[src/rtl/fullchip_pkg.sv]
// Shared definitions for fullchip_inst_seq: instruction field positions, widths and FSM states.
// The RDBK state exists only when SEQ_READBACK_EN is defined.
package fullchip_pkg;

  localparam int INST_W = 20;
  localparam int ADDR_W = 4;
  localparam int CNT_W  = 6;

  localparam int B_SFP_WR2PMEM = 19;
  localparam int B_SFP_DIV     = 18;
  localparam int B_SFP_ACC     = 17;
  localparam int B_OFIFO_RD    = 16;
  localparam int B_QK_ADD      = 12;
  localparam int B_PMEM_ADD    = 8;
  localparam int B_EXECUTE     = 7;
  localparam int B_LOAD        = 6;
  localparam int B_QMEM_RD     = 5;
  localparam int B_QMEM_WR     = 4;
  localparam int B_KMEM_RD     = 3;
  localparam int B_KMEM_WR     = 2;
  localparam int B_PMEM_RD     = 1;
  localparam int B_PMEM_WR     = 0;

  typedef enum logic [3:0] {
    S_IDLE,
    S_QWR,
    S_KWR,
    S_KLOAD,
    S_GAP1,
    S_EXEC,
    S_GAP2,
    S_OFIFO,
`ifdef SEQ_READBACK_EN
    S_RDBK,
`endif
    S_ACC,
    S_DIV,
    S_DONE
  } state_t;

endpackage

[src/rtl/seq_step_cnt.sv]
// Per-state step counter: down-counting remaining cycles with terminal-count flag, an up-count
// of elapsed steps, and an ascending address that optionally holds each value for two steps.
module seq_step_cnt #(
  parameter int CW = 6,
  parameter int AW = 4
) (
  input  logic          clk,
  input  logic          reset,
  input  logic          load,
  input  logic [CW-1:0] load_val,
  input  logic          en,
  input  logic          addr_en,
  input  logic          hold2,
  output logic [CW-1:0] step,
  output logic [AW-1:0] addr,
  output logic          tc
);

  logic [CW-1:0] rem;
  logic          phase;

  assign tc = (rem == '0);

  always_ff @(posedge clk) begin
    if (reset) begin
      rem   <= '0;
      step  <= '0;
      addr  <= '0;
      phase <= 1'b0;
    end else if (load) begin
      rem   <= load_val;
      step  <= '0;
      addr  <= '0;
      phase <= 1'b0;
    end else if (en && !tc) begin
      rem  <= rem - CW'(1);
      step <= step + CW'(1);
      if (addr_en) begin
        // in hold2 mode the address advances on every second step
        phase <= hold2 & ~phase;
        if (!hold2 || phase) addr <= addr + AW'(1);
      end
    end
  end

endmodule

[src/rtl/fullchip_inst.sv]
// fullchip_inst_seq: walks the fullchip through Q/K write, K load, execute, psum readout and SFP
// phases, emitting one registered instruction word per cycle. SEQ_READBACK_EN adds an RDBK phase.
//
// state  | meaning
// IDLE   | waiting for start
// QWR    | write total_cycle Q rows as the host supplies them
// KWR    | write col K rows as the host supplies them
// KLOAD  | load K into the array (col+2 cycles)
// GAP1   | idle gap after load
// EXEC   | stream Q rows through the array
// GAP2   | idle gap after execute
// OFIFO  | drain output fifo into psum memory
// RDBK   | optional psum readback, two cycles per address
// ACC    | SFP accumulate, two cycles per address
// DIV    | two settle cycles, then SFP divide with write-back
// DONE   | one-cycle completion pulse
module fullchip_inst_seq
  import fullchip_pkg::*;
#(
  parameter int total_cycle = 8,
  parameter int col         = 8,
  parameter int gap_cycle   = 10
) (
  input  logic              clk,
  input  logic              reset,
  input  logic              start,
  input  logic              host_valid,
  output logic [INST_W-1:0] inst,
  output logic              mem_req,
  output logic [ADDR_W-1:0] row_idx,
  output logic              busy,
  output logic              done
);

  state_t              state, next_state;
  logic [INST_W-1:0]   inst_next;
  logic                cnt_load, cnt_en, cnt_addr_en, cnt_hold2, cnt_tc;
  logic [CNT_W-1:0]    cnt_len, cnt_step;
  logic [ADDR_W-1:0]   cnt_addr;

  function automatic logic [CNT_W-1:0] state_len_m1(input state_t s);
    int n;
    case (s)
      S_QWR, S_EXEC, S_OFIFO: n = total_cycle;
      S_KWR:                  n = col;
      S_KLOAD:                n = col + 2;
      S_GAP1, S_GAP2:         n = gap_cycle;
`ifdef SEQ_READBACK_EN
      S_RDBK:                 n = 2 * total_cycle;
`endif
      S_ACC:                  n = 2 * total_cycle;
      S_DIV:                  n = 2 * total_cycle + 2;
      default:                n = 1;
    endcase
    return CNT_W'(n - 1);
  endfunction

  seq_step_cnt #(.CW(CNT_W), .AW(ADDR_W)) u_step_cnt (
    .clk      (clk),
    .reset    (reset),
    .load     (cnt_load),
    .load_val (cnt_len),
    .en       (cnt_en),
    .addr_en  (cnt_addr_en),
    .hold2    (cnt_hold2),
    .step     (cnt_step),
    .addr     (cnt_addr),
    .tc       (cnt_tc)
  );

  always_comb begin
    next_state  = state;
    inst_next   = '0;
    cnt_en      = 1'b1;
    cnt_addr_en = 1'b1;
    cnt_hold2   = 1'b0;
    mem_req     = 1'b0;
    row_idx     = '0;
    case (state)
      S_IDLE: if (start) next_state = S_QWR;
      S_QWR, S_KWR: begin
        // a low host_valid stalls the row index; there is no timeout
        mem_req = 1'b1;
        row_idx = cnt_addr;
        cnt_en  = host_valid;
        if (host_valid) begin
          inst_next[B_QK_ADD +: ADDR_W] = cnt_addr;
          if (state == S_QWR) inst_next[B_QMEM_WR] = 1'b1;
          else                inst_next[B_KMEM_WR] = 1'b1;
          if (cnt_tc) next_state = (state == S_QWR) ? S_KWR : S_KLOAD;
        end
      end
      S_KLOAD: begin
        inst_next[B_LOAD] = 1'b1;
        cnt_addr_en = (cnt_step != '0);
        if (cnt_step != '0 && cnt_step <= CNT_W'(col)) begin
          inst_next[B_KMEM_RD] = 1'b1;
          inst_next[B_QK_ADD +: ADDR_W] = cnt_addr;
        end
        if (cnt_tc) next_state = S_GAP1;
      end
      S_GAP1: if (cnt_tc) next_state = S_EXEC;
      S_EXEC: begin
        inst_next[B_EXECUTE] = 1'b1;
        inst_next[B_QMEM_RD] = 1'b1;
        inst_next[B_QK_ADD +: ADDR_W] = cnt_addr;
        if (cnt_tc) next_state = S_GAP2;
      end
      S_GAP2: if (cnt_tc) next_state = S_OFIFO;
      S_OFIFO: begin
        inst_next[B_OFIFO_RD] = 1'b1;
        inst_next[B_PMEM_WR]  = 1'b1;
        inst_next[B_PMEM_ADD +: ADDR_W] = cnt_addr;
`ifdef SEQ_READBACK_EN
        if (cnt_tc) next_state = S_RDBK;
      end
      S_RDBK: begin
        cnt_hold2 = 1'b1;
        inst_next[B_PMEM_RD] = 1'b1;
        inst_next[B_PMEM_ADD +: ADDR_W] = cnt_addr;
        if (cnt_tc) next_state = S_ACC;
`else
        if (cnt_tc) next_state = S_ACC;
`endif
      end
      S_ACC: begin
        cnt_hold2 = 1'b1;
        inst_next[B_PMEM_RD] = 1'b1;
        inst_next[B_SFP_ACC] = 1'b1;
        inst_next[B_PMEM_ADD +: ADDR_W] = cnt_addr;
        if (cnt_tc) next_state = S_DIV;
      end
      S_DIV: begin
        cnt_hold2   = 1'b1;
        cnt_addr_en = (cnt_step >= CNT_W'(2));
        inst_next[B_SFP_DIV] = 1'b1;
        if (cnt_step >= CNT_W'(2)) begin
          inst_next[B_PMEM_RD]     = 1'b1;
          inst_next[B_SFP_WR2PMEM] = 1'b1;
          inst_next[B_PMEM_ADD +: ADDR_W] = cnt_addr;
        end
        if (cnt_tc) next_state = S_DONE;
      end
      S_DONE:  next_state = S_IDLE;
      default: next_state = S_IDLE;
    endcase
    cnt_load = (next_state != state);
    cnt_len  = state_len_m1(next_state);
  end

  assign busy = (state != S_IDLE);

  always_ff @(posedge clk) begin
    if (reset) begin
      state <= S_IDLE;
      inst  <= '0;
      done  <= 1'b0;
    end else begin
      state <= next_state;
      inst  <= inst_next;
      done  <= (state == S_DONE);
    end
  end

endmodule

[config.mk]
export PLATFORM = sky130hd
export DESIGN_NAME = fullchip_inst_seq
export DESIGN_NICKNAME = d
export VERILOG_FILES = /design/src/rtl/fullchip_pkg.sv /design/src/rtl/seq_step_cnt.sv /design/src/rtl/fullchip_inst.sv
export SDC_FILE = /design/constraint.sdc
export NUM_CORES = 1
export LEC_CHECK = 0
export CAP_MARGIN = 20
export CORE_ASPECT_RATIO = 0.6
export CORE_MARGIN = 2
export CORE_UTILIZATION = 54
export CTS_CLUSTER_SIZE = 40
export DETAILED_ROUTE_END_ITERATION = 12
export PLACE_DENSITY = 0.87
export SLEW_MARGIN = 20
export SYNTH_ARGS = -nofsm -noshare
export SYNTH_HDL_FRONTEND = slang
export SYNTH_SLANG_ARGS = --single-unit
export TNS_END_PERCENT = 1
[constraint.sdc]
create_clock -name clk -period 6.6 [get_ports clk]
set_input_delay 1.32 -clock clk [delete_from_list [all_inputs] [get_ports clk]]
set_output_delay 1.32 -clock clk [all_outputs]
set_load 0.02 [all_outputs]
==> qor.yml, run 1 <==
status: "completed"
synthCells: 234
synth_seq_cells: 40
avgSynthCellArea_um2: 8.81
nFillCells: 287
num_vias: 1730
muxShareOfSynthArea_pct: 3.52
skew_ns: 0.00925
synth_area_mm2: 0.00206
grt_pass1_wl_um: 7530
tns_ns: 0
drt-total-wl_um: 4540
io_buffers: 30
finalNonFillerCells: 303
cap_violations: 0
layout_common_cells: "dfxtp_1, clkdlybuf4s50_1, nor2_1, nand2_1, a21oi_1"
grt_pass1_vias: 1546
max_freq_mhz: 245
drt_first_pass_iters: 5
syn-num-nets: 244
crit_fanout: 18
final_max_slew_viol_count: 0
routedWlPerCell_um: 15.0
synth_seq_area_share_pct: 38.8
ys_warn_count: 0
clock-root-buffer: "clkbuf_8"
crit_required_ns: 5.28
min_period_ns: 4.07
gp_congestion: 0.901
cts_tree: "yes"
finalHoldViolations: 0
relSlewSlack_pct: 50.2
detail_route.iter0.violations: 226
synth_edf_count: 0
num_rows: 17
critPathLaunchType: "register"
synthAdderAreaFrac_pct: 3.64
drc: 0
p_total_mw: 0.844
start_util_pct: 56.4
peakVddDrop_mv: 0.224
synth-compound-area-share_pct: 13.8
viasPerCell: 5.71
io_pins: 31
syn2layout_area_growth_pct: 16.7
synth_top_family_by_area: "simple AND/OR/NAND/NOR gates"
die_h_um: 51.9
numCtsBuffers: 5
die_area_mm2: 0.00434
cp_data_arrival_time_ns: 2.75
cts-resized-gates: 0
grt_max_degree: 24
powerDensity_mw_per_mm2: 351
core_mm2: 0.00366
die_w_um: 83.8
synth_xor_area_share_pct: 5.95
nNetsFinal: 265
ys.flop_type: "dfxtp_1"
postRouteAntennaNets: 0
worst_slew_pin_slew_ns: 0.748
h-tree-depth: 2
clk_pin_slew_ns: 0.08
worstSetupPathType: "reg -> out"
fin_crit_sh_pct: 61.7
final_common_cell: "dfxtp_1"
end_kind: "output port"
synth_simple_gate_area_share_pct: 27.5
dp.final_hpwl_um: 3290
antenna_cells: 0
clock_path_buffers: 2
rsz0062_at_grt: "false"
hold_path.class: "reg -> reg"
synthArstFlopShare_pct: 0
p_leak_nw: 0.879
track_usage_pct: 22.4
regArea_um2: 801
multiInputGateArea_mm2: 0.00112
grt_overflow_total: 0
antenna_found_initial: 0
cts_setup_buffers: 0
cts_sinks: 40
dpl.cell_count: 295
clock_latency_ns: 0.29
ys_types: 54
drive_gt1_share_pct: 8.59
cts_hold_buf: 0
final-setup-viol-count: 0
-- final cells by class --
type                       count  share of cell area, %
multi-input combinational    170                   46.7
sequential                    40                   33.3
timing repair buffer          30                   12.5
clock buffer                   6                   3.43
tap                           47                   2.44
inverter                       8                   1.25
clock inverter                 2                  0.416
-- stage by stage --
stage	area [um2]	setup WS (ns)	hold WS (ns)	util, %
floorplan	2060	3.41	0.432	-
global placement	2310	2.89	0.472	63.2
detailed placement	2310	2.79	0.471	63.2
CTS	2410	2.54	0.484	65.8
global route	2410	2.35	0.523	65.8
finish	2410	2.53	0.493	65.8
-- logic make-up after synthesis --
family,Yosys count
simple gates,104
flops,40
compound gates,39
buf+inv,24
xor+xnor,14
mux,7
fa+ha+maj,6
-- cells in the mapped netlist (6+ instances only) --
master	count	area, um2
nor2b_1	8	50.1
dfxtp_1	40	801
nor3_1	9	45.0
and2_1	8	50.1
xnor2_1	8	70.1
a21oi_1	13	65.1
ha_1	6	75.1
nor2_1	28	105
xor2_1	6	52.6
inv_1	8	30.0
nand2_1	14	52.6
-- where the power goes --
part,leakage (nW),internal [mW],switching [mW]
logic,0.504,0.162,0.200
registers,0.324,0.271,0.0447
clock network,0.0510,0.0833,0.0823
-- worst paths after layout --
path,startpoint,end,slack (ns),cells after the start
setup / recovery,state[1]$_SDFF_PP0_,row_idx[2],2.53,4
hold / removal,u_step_cnt.addr[3]$_SDFFE_PP0P_,inst[15]$_SDFF_PP0_,0.49,2
setup reg to reg,state[2]$_SDFF_PP0_,u_step_cnt.rem[4]$_SDFFE_PP0P_,3.72,9
hold reg to reg,u_step_cnt.addr[3]$_SDFFE_PP0P_,inst[15]$_SDFF_PP0_,0.49,2
-- critical path, stage by stage, from the launching register on --
cell and delay [ns]:
dfxtp_1 0.72, xor2_1 0.49, nor3b_1 0.45, and2_1 0.19, clkdlybuf4s50_1 0.60
-- per-layer routing --
layer	global-route usage (%)	routed length, um
met1	33.2	2190
met2	31.3	1920
met3	5.87	354
met4	7.53	65
met5	0	0
-- state kept, by name (all words and copies together), names as in the netlist --
signal            cells
done                  1
inst                 18
state                 4
u_step_cnt.addr       4
u_step_cnt.phase      1
u_step_cnt.rem        6
u_step_cnt.step       6
(Power assumes the default switching activity.)
==> run 2, diff against run 1 <==
--- a/config.mk
+++ b/config.mk
@@ -8,10 +8,10 @@
 export CAP_MARGIN = 20
 export CORE_ASPECT_RATIO = 0.6
 export CORE_MARGIN = 2
-export CORE_UTILIZATION = 54
+export CORE_UTILIZATION = 48
 export CTS_CLUSTER_SIZE = 40
 export DETAILED_ROUTE_END_ITERATION = 12
-export PLACE_DENSITY = 0.87
+export PLACE_DENSITY = 0.82
 export SLEW_MARGIN = 20
 export SYNTH_ARGS = -nofsm -noshare
 export SYNTH_HDL_FRONTEND = slang
==> constraint.sdc (replaced) <==
create_clock -name clk -period 3.7 [get_ports clk]
set_input_delay 0.74 -clock clk [delete_from_list [all_inputs] [get_ports clk]]
set_output_delay 0.74 -clock clk [all_outputs]
set_load 0.02 [all_outputs]
==> qor.yml, run 2 (synthesized netlist as in run 1, its figures left out) <==
drive_gt1_share_pct: 9.65  # +1.1 points
p_leak_nw: 0.912  # +3.8%
crit_required_ns: 2.96  # -2.32 ns
cap_violations: 0  # unchanged
cts_sinks: 40  # unchanged
regArea_um2: 801  # unchanged
die_h_um: 54.8  # +5.6%
pre_cts_ws_ns: 0.447  # -2.34 ns
powerDensity_mw_per_mm2: 663  # +89%
detail_route.iter0.violations: 305  # +35%
grt_pass1_vias: 1508  # -2.5%
top_regs: "inst x18, u_step_cnt.rem x6, u_step_cnt.step x6"
largest_reg_flops: 18  # unchanged
drc: 0  # unchanged
setup_ws_ns: 0.534  # -1.99 ns
dp.final_hpwl_um: 3350  # +1.8%
grt_max_degree: 24  # unchanged
num_vias: 1752  # +1.3%
min_period_ns: 3.17
num_rows: 18  # +1
peakVddDrop_mv: 0.461  # +110%
routedWlPerCell_um: 14.7  # -2.1%
status: "completed"
top_register: "inst"
numCtsBuffers: 5  # unchanged
clock_latency_ns: 0.30  # about the same
rsz0062_at_grt: "false"
syn2layout_area_growth_pct: 20.7
h-tree-depth: 2  # unchanged
layout_common_cells: "dfxtp_1, clkdlybuf4s50_1, nor2_1, nand2_1, a21oi_1"
core_mm2: 0.00412  # +13%
gp_congestion: 0.856  # -4.9%
multiInputGateArea_mm2: 0.00112  # unchanged
r2r_slack_ns: 0.69  # -3.03 ns
worst_slew_pin_slew_ns: 0.777  # +0.0298 ns
track_usage_pct: 21.3  # -1.1 points
antenna_found_initial: 0  # unchanged
postRouteAntennaNets: 0  # unchanged
cts_hold_buf: 0  # unchanged
final-setup-viol-count: 0  # unchanged
viasPerCell: 5.49  # -3.8%
crit_fanout: 5  # -13
grt_pass1_wl_um: 7690  # +2.1%
cp_data_arrival_time_ns: 2.43  # -0.32 ns
io_pins: 31  # unchanged
io_buffers: 30  # unchanged
worstSetupPathType: "reg -> out"
drt_first_pass_iters: 6  # +1
dpl.cell_count: 312  # +5.8%
finalHoldViolations: 0  # unchanged
tns_ns: 0  # unchanged
cts-resized-gates: 0  # unchanged
relSlewSlack_pct: 48.1  # -2.1 points
final_max_slew_viol_count: 0  # unchanged
max_freq_mhz: 316
hold_path.class: "reg -> reg"
cts_setup_buffers: 0  # unchanged
clock-root-buffer: "clkbuf_8"
nFillCells: 338  # +18%
die_w_um: 88.6  # +5.8%
drt-total-wl_um: 4680  # +3.1%
cts_tree: "yes"
fin_crit_sh_pct: 85.6
critPathLaunchType: "register"
clock_path_buffers: 2  # unchanged
die_area_mm2: 0.00485  # +12%
skew_ns: 0.0116  # +0.00231 ns
final_common_cell: "dfxtp_1"
antenna_cells: 0  # unchanged
clk_pin_slew_ns: 0.08  # about the same
end_kind: "output port"
grt_overflow_total: 0  # unchanged
start_util_pct: 50.0  # -6.3 points
finalNonFillerCells: 319  # +5.3%
nNetsFinal: 269  # +1.5%
run 2: changes by cell type in the layout (fill, tap and decap cells not counted):
cell	previous run	this run
buf_4	0	4
bufinv_16	0	2
clkinv_2	2	0
clkbuf_8	6	5
run 2: stage by stage:
| step | hold slack [ns] | instance area, um2 | utilization (%) | power, mW |
|---|---|---|---|---|
| after global placement | 0.474 | 2360 | 57.3 | 1.22 |
| final | 0.493 | 2490 | 60.4 | 1.65 |
| after detailed placement | 0.473 | 2360 | 57.3 | 1.23 |
| after floorplan | 0.432 | 2060 | - | 1.08 |
| after CTS | 0.489 | 2490 | 60.4 | 1.65 |
| after global routing | 0.523 | 2490 | 60.4 | 1.75 |
run 2: final timing paths:
path / startpoint / end / cells after the start
worst max-delay path: state[0]$_SDFF_PP0_ / row_idx[2] / 4
worst min-delay path: u_step_cnt.addr[2]$_SDFFE_PP0P_ / inst[14]$_SDFF_PP0_ / 2
worst max register to register: state[3]$_SDFF_PP0_ / u_step_cnt.rem[3]$_SDFFE_PP0P_ / 8
worst min register to register: u_step_cnt.addr[2]$_SDFFE_PP0P_ / inst[14]$_SDFF_PP0_ / 2
run 2: power by group:
group / internal [mW] / switching (mW)
combinational: 0.308 / 0.384
sequential: 0.484 / 0.0630
clock: 0.265 / 0.147
run 2: cell type report:
class / count / share of cell area, %
inverter: 8 / 1.21
clock inverter: 2 / 2.41
multi-input combinational: 170 / 45.1
timing repair buffer: 34 / 13.3
tap: 60 / 3.02
clock buffer: 5 / 2.77
sequential: 40 / 32.2
run 2: critical path, cell delays in order (launching register included):
cell and delay (ns):
dfxtp_1 0.36, xor2_1 0.50, nor3b_1 0.46, and2_1 0.20, clkdlybuf4s50_1 0.60
run 2: routing by layer:
layer,vias to the layer above,GRT usage (%),part of all wire [%]
met3,11,5.88,7.2
met5,-,0,0
met2,70,29.8,42
met1,805,31.7,50
met4,0,5.56,1.5
li1,866,-,-
